`config.mk`:
```
export PLATFORM = sky130hd
export DESIGN_NAME = mem_lock_arbiter
export DESIGN_NICKNAME = d
export VERILOG_FILES = /design/src/rtl/fst_pkg.sv /design/src/rtl/rr_pick.sv /design/src/rtl/mem_lock_arbiter.sv
export SDC_FILE = /design/constraint.sdc
export NUM_CORES = 1
export LEC_CHECK = 0
export BUFFER_PORTS_ARGS = -buffer_cell sky130_fd_sc_hd__buf_2
export CORE_ASPECT_RATIO = 0.5
export CORE_MARGIN = 8
export CORE_UTILIZATION = 40
export CTS_CLUSTER_SIZE = 40
export DETAILED_ROUTE_END_ITERATION = 8
export PLACE_DENSITY_LB_ADDON = 0.12
export REMOVE_ABC_BUFFERS = 1
export SLEW_MARGIN = 25
export SYNTH_ARGS = -nofsm -noshare
export SYNTH_HDL_FRONTEND = slang
export SYNTH_SLANG_ARGS = --single-unit
```
`constraint.sdc`:
```
create_clock -name clk -period 8.1 [get_ports clk]
set_input_delay 0.81 -clock clk [delete_from_list [all_inputs] [get_ports clk]]
set_output_delay 0.81 -clock clk [all_outputs]
set_load 0.01 [all_outputs]
```
`src/rtl/fst_pkg.sv`:
```
// fst_pkg: shared sizes and types for the memory/lock arbiter
package fst_pkg;
  localparam int NCORE = 8;
  localparam int NSLOT = 16;
  localparam int DW = 16;
  typedef logic [$clog2(NCORE)-1:0] core_id_t;
  typedef logic [$clog2(NSLOT)-1:0] slot_t;
  typedef logic [DW-1:0] word_t;
endpackage

```
`src/rtl/rr_pick.sv`:
```
// rr_pick: one-hot round-robin pick, search starts at ptr and wraps
module rr_pick #(
  parameter int N = 8,
  parameter int W = $clog2(N)
) (
  input  logic [N-1:0] req,
  input  logic [W-1:0] ptr,
  output logic [N-1:0] gnt,
  output logic         valid
);
  logic [W-1:0] idx;
  always_comb begin
    gnt = '0;
    valid = 1'b0;
    idx = '0;
    for (int k = 0; k < N; k++) begin
      idx = W'((int'(ptr) + k) % N);
      if (!valid && req[idx]) begin
        gnt[idx] = 1'b1;
        valid = 1'b1;
      end
    end
  end
endmodule

```
`src/rtl/mem_lock_arbiter.sv`:
```
// mem_lock_arbiter: round-robin memory port arbiter plus independent lock-slot arbiter
module mem_lock_arbiter
  import fst_pkg::*;
#(
  parameter int C = NCORE,
  parameter int L = NSLOT
) (
  input  logic                 clk,
  input  logic                 reset,
  input  logic [C-1:0]         main_mem_read_request,
  input  logic [C-1:0]         main_mem_write_request,
  input  word_t [C-1:0]        main_mem_read_adr,
  input  word_t [C-1:0]        main_mem_write_adr,
  input  word_t [C-1:0]        main_mem_write_dat,
  output logic [C-1:0]         main_mem_ac,
  output word_t                mem_read_adr,
  output word_t                mem_write_adr,
  output word_t                mem_write_dat,
  output logic                 mem_write,
  input  slot_t [C-1:0]        lock_adr,
  input  logic [C-1:0]         lock_en,
  input  logic [C-1:0]         unlock_en,
  output logic [C-1:0]         lock_ac
);
  localparam int CW = $bits(core_id_t);
  logic [C-1:0] mreq, mgnt, lreq, lgnt;
  logic mval, lval;
  core_id_t mptr, lptr, midx, lidx;
  logic [L-1:0] busy;
  core_id_t [L-1:0] owner;
  // a core being granted this cycle is hidden so a held request cannot win twice in a row
  assign mreq = (main_mem_read_request | main_mem_write_request) & ~main_mem_ac;
  always_comb begin
    lreq = '0;
    for (int i = 0; i < C; i++) lreq[i] = lock_en[i] & ~busy[lock_adr[i]] & ~lock_ac[i];
  end
  rr_pick #(.N(C), .W(CW)) u_mem_pick (.req(mreq), .ptr(mptr), .gnt(mgnt), .valid(mval));
  rr_pick #(.N(C), .W(CW)) u_lock_pick (.req(lreq), .ptr(lptr), .gnt(lgnt), .valid(lval));
  always_comb begin
    midx = '0;
    lidx = '0;
    for (int i = 0; i < C; i++) begin
      midx = mgnt[i] ? core_id_t'(i) : midx;
      lidx = lgnt[i] ? core_id_t'(i) : lidx;
    end
  end
  always_ff @(posedge clk) begin
    if (reset) begin
      main_mem_ac <= '0;
      mem_write <= 1'b0;
      mem_read_adr <= '0;
      mem_write_adr <= '0;
      mem_write_dat <= '0;
      mptr <= '0;
    end else begin
      main_mem_ac <= mgnt;
      mem_write <= mval & main_mem_write_request[midx];
      if (mval) begin
        mptr <= (midx == core_id_t'(C - 1)) ? '0 : midx + 1'b1;
        // write wins over a simultaneous read; the read stays pending
        if (main_mem_write_request[midx]) begin
          mem_write_adr <= main_mem_write_adr[midx];
          mem_write_dat <= main_mem_write_dat[midx];
        end else begin
          mem_read_adr <= main_mem_read_adr[midx];
        end
      end
    end
  end
  always_ff @(posedge clk) begin
    if (reset) begin
      lock_ac <= '0;
      busy <= '0;
      owner <= '0;
      lptr <= '0;
    end else begin
      lock_ac <= lgnt;
      for (int i = 0; i < C; i++)
        if (unlock_en[i] && busy[lock_adr[i]] && owner[lock_adr[i]] == core_id_t'(i))
          busy[lock_adr[i]] <= 1'b0;
      if (lval) begin
        busy[lock_adr[lidx]] <= 1'b1;
        owner[lock_adr[lidx]] <= lidx;
        lptr <= (lidx == core_id_t'(C - 1)) ? '0 : lidx + 1'b1;
      end
    end
  end
endmodule

```
==> flow_summary.ini <==
[clock_network]
clock_sinks = 135
insertion_delay_ns = 0.45
ctsResizeCount = 0
root_buffer = clkbuf_16
cts_max_level = 4
cts_tree = yes
clk_path_buf_depth = 2
numCtsBuffers = 17
holdBufCountCts = 0
cts_setup_buffers = 0
path_clk_slew_ns = 0.07

[worst_hold_path]
min_from = mem_read_adr[7]$_SDFFE_PP0P_
hold_path.class = register to register
holdPathStages = 2
hold_path_end = mem_read_adr[7]$_SDFFE_PP0P_

[routing]
drtIter0Drc = 2634
vias = 18400
first_pass_iters = 7
drc = 0
wl_per_cell_um = 28.0
viasPerCell = 6.46
drt_wl_total_um = 79800
detail-route-antenna-nets = 0

[timing]
rsz0062_at_grt = no
hold_violations = 0
fin_ws_ns = 1.61
max_freq_mhz = 154
finalSetupViolCount = 0
maxSlewHeadroom_pct = 37.6
finClkSkew_ns = 0.0162
hold_ws_ns = 0.497
period_share_pct = 80.1
tns_ns = 0
finalMaxSlewViolations = 0
tightestPinTransition_ns = 0.912
fin_crit_ns = 6.49

[die]
rows = 50
die_x_um = 293
die_y_um = 154
num_io_pins = 515
core-area_mm2 = 0.0376
initial_core_util_pct = 40.7
dieArea_mm2 = 0.0452

[grt]
grt_overflow = 0
grt_max_degree = 148
grt_pass1_wl_um = 115000
grt_pass1_vias = 17100
grt_usage_pct = 33.3
antenna_found_initial = 28

[logic_synthesis]
async_reset_ff_share_pct = 0
synthTopCellsByArea = dfxtp_1 (18%), mux4_2 (13%), mux2i_1 (8.6%), nand2_1 (6.6%), a211oi_1 (6.5%)
synth.top_cell.area_share_pct = 17.6
yosysWarnings = 0
ys_ff_latch = 135
ys_top_cells_by_count = nand2_1 (270), clkbuf_1 (144), dfxtp_1 (135), a211oi_1 (133), mux2i_1 (132)
synth-edff-count = 0
syn_area_per_cell_um2 = 7.80
netlist_instances = 1964
synth_ff_type = dfxtp_1
yosysTopAreaCell = dfxtp_1
yosysSeqAreaShare_pct = 17.6
synth_area_mm2 = 0.0153
synth.most_common_cell = nand2_1
yosys.cell_types.count = 83

[placed_design]
io_buffers = 514
place_ws_ns = 1.06
place_congestion = 1.08
dpl.cell_count = 2812
dp.final_hpwl_um = 62600
place_area_mm2 = 0.0179

[critical_path]
path_max_fanout = 23
cp.required_ns = 8.39
crit_arrival_ns = 6.78
r2r_end = owner[8]$_SDFFE_PP0P_
path_cells = buf_2 -> mux2i_1 -> mux4_2 -> a22o_1 -> mux4_2 -> mux2i_2 -> nand3_1 -> nor4b_1 -> or3b_1 -> nor4_1 -> o311a_1 -> inv_2 -> o211ai_1 -> and3_1 -> a221oi_2 -> nand3_1 -> mux2i_1
crit_path_max_incr_delay_ns = 0.67
rr_startpoint = busy[15]$_SDFF_PP0_
r2r_slack_ns = 1.69
slowest_stage = a221oi_2
worstSetupPathType = input port to register
crit_path_end_kind = register
r2r_cells = 16
worstSetupStartpointType = input port

[final_layout]
design_area_mm2 = 0.0185
seq_area_mm2 = 0.00270
nets = 2775
syn_to_final_growth_pct = 20.7
drive_above_1_share_pct = 30.5
post-route-util_pct = 49.2
fin_cells = 2851
nFillCells = 3828
multi_input_area_mm2 = 0.0117

[pwr]
power_mw = 10.4
power_density_mw_per_mm2 = 563
power.leakage_nw = 7.58
irDropWorstVdd_mv = 0.593

[run_status]
status = finished clean

[job]
cap_violations = 0
-- placed cells by master (no fill, tap or decap), types with 9 or more instances in the layout --
cell,count
a31oi_1,54
ha_1,14
o221ai_1,20
mux2_2,13
dfxtp_1,135
nor2b_1,11
o21ba_2,9
a22o_1,10
mux2i_1,131
nand3_1,48
nor3b_1,25
nand2_1,270
mux4_2,87
inv_1,27
or3_1,12
o21ai_0,49
clkbuf_16,17
nor2_1,130
and2_1,70
a311oi_1,63
and3_1,10
o311ai_0,13
a211oi_1,133
nor3_1,49
a21oi_1,93
nand3b_1,14
a22oi_1,10
o22ai_1,28
buf_2,513
nand2b_1,70
buf_4,20
-- worst max path at each step --
| stage | startpoint | end | slack, ns | depth (start not counted) |
|---|---|---|---|---|
| 2_1_floorplan | mptr[0]$_SDFFE_PP0P_ | mem_write_adr[0]$_SDFFE_PP0P_ | -5.99 | 15 |
| 3_3_place_gp | lock_adr[11] | owner[3]$_SDFFE_PP0P_ | 1.12 | 17 |
| 3_5_place_dp | lock_adr[11] | owner[4]$_SDFFE_PP0P_ | 1.06 | 17 |
| 4_1_cts | lock_adr[11] | owner[4]$_SDFFE_PP0P_ | 1.50 | 17 |
| 5_1_grt | lock_adr[11] | owner[4]$_SDFFE_PP0P_ | 1.34 | 17 |
| 6_report | lock_adr[11] | owner[8]$_SDFFE_PP0P_ | 1.61 | 17 |
-- cell type report --
type                            instances  share of cell area [%]
Tap cell                              520                    3.52
Clock buffer                           18                    2.37
Inverter                               32                   0.649
Multi-Input combinational cell       1590                    63.1
Antenna cell                            7                  0.0947
Sequential cell                       135                    14.6
Timing Repair Buffer                  535                    14.9
Clock inverter                         14                   0.731
-- logic make-up after synthesis --
family / count (synthesis) / share of synthesized area (%)
xor gates and xnor gates: 9 / 0.515
DFF: 135 / 17.6
and+or+nand+nor: 770 / 25.2
adders and majority gates: 14 / 1.14
AOI/OAI and AO/OA: 564 / 26.6
buffers and inverters: 239 / 6.47
muxes: 233 / 22.4
-- flip-flops by register name, indices dropped and copies added, names as in the netlist --
signal and flops:
lock_ac 8, mem_write_adr 16, owner 48, main_mem_ac 8, lptr 3, mem_write 1
mptr 3, mem_read_adr 16, busy 16, mem_write_dat 16
-- power breakdown --
| part | internal (mW) | switching [mW] |
|---|---|---|
| Clock | 0.412 | 0.375 |
| Sequential | 0.946 | 0.387 |
| Combinational | 3.08 | 5.22 |
| Total | 4.44 | 5.98 |
-- worst max-delay path, delay by kind of cell --
| family | cells | cell delay (ns) |
|---|---|---|
| buffers and inverters | 2 | 0.73 |
| muxes | 5 | 2.01 |
| AOI/OAI and AO/OA | 4 | 1.40 |
| and+or+nand+nor | 6 | 1.80 |
-- routing by layer --
| layer | routed length (µm) | vias to the layer above | global-route usage [%] |
|---|---|---|---|
| met4 | 2760 | 16 | 9.64 |
| met1 | 31400 | 8749 | 42.9 |
| met2 | 36300 | 1212 | 53.3 |
| met3 | 9230 | 238 | 10.6 |
| met5 | 96 | - | 0 |
| li1 | - | 8200 | - |
Note: power is estimated with default switching activity, not from simulation.
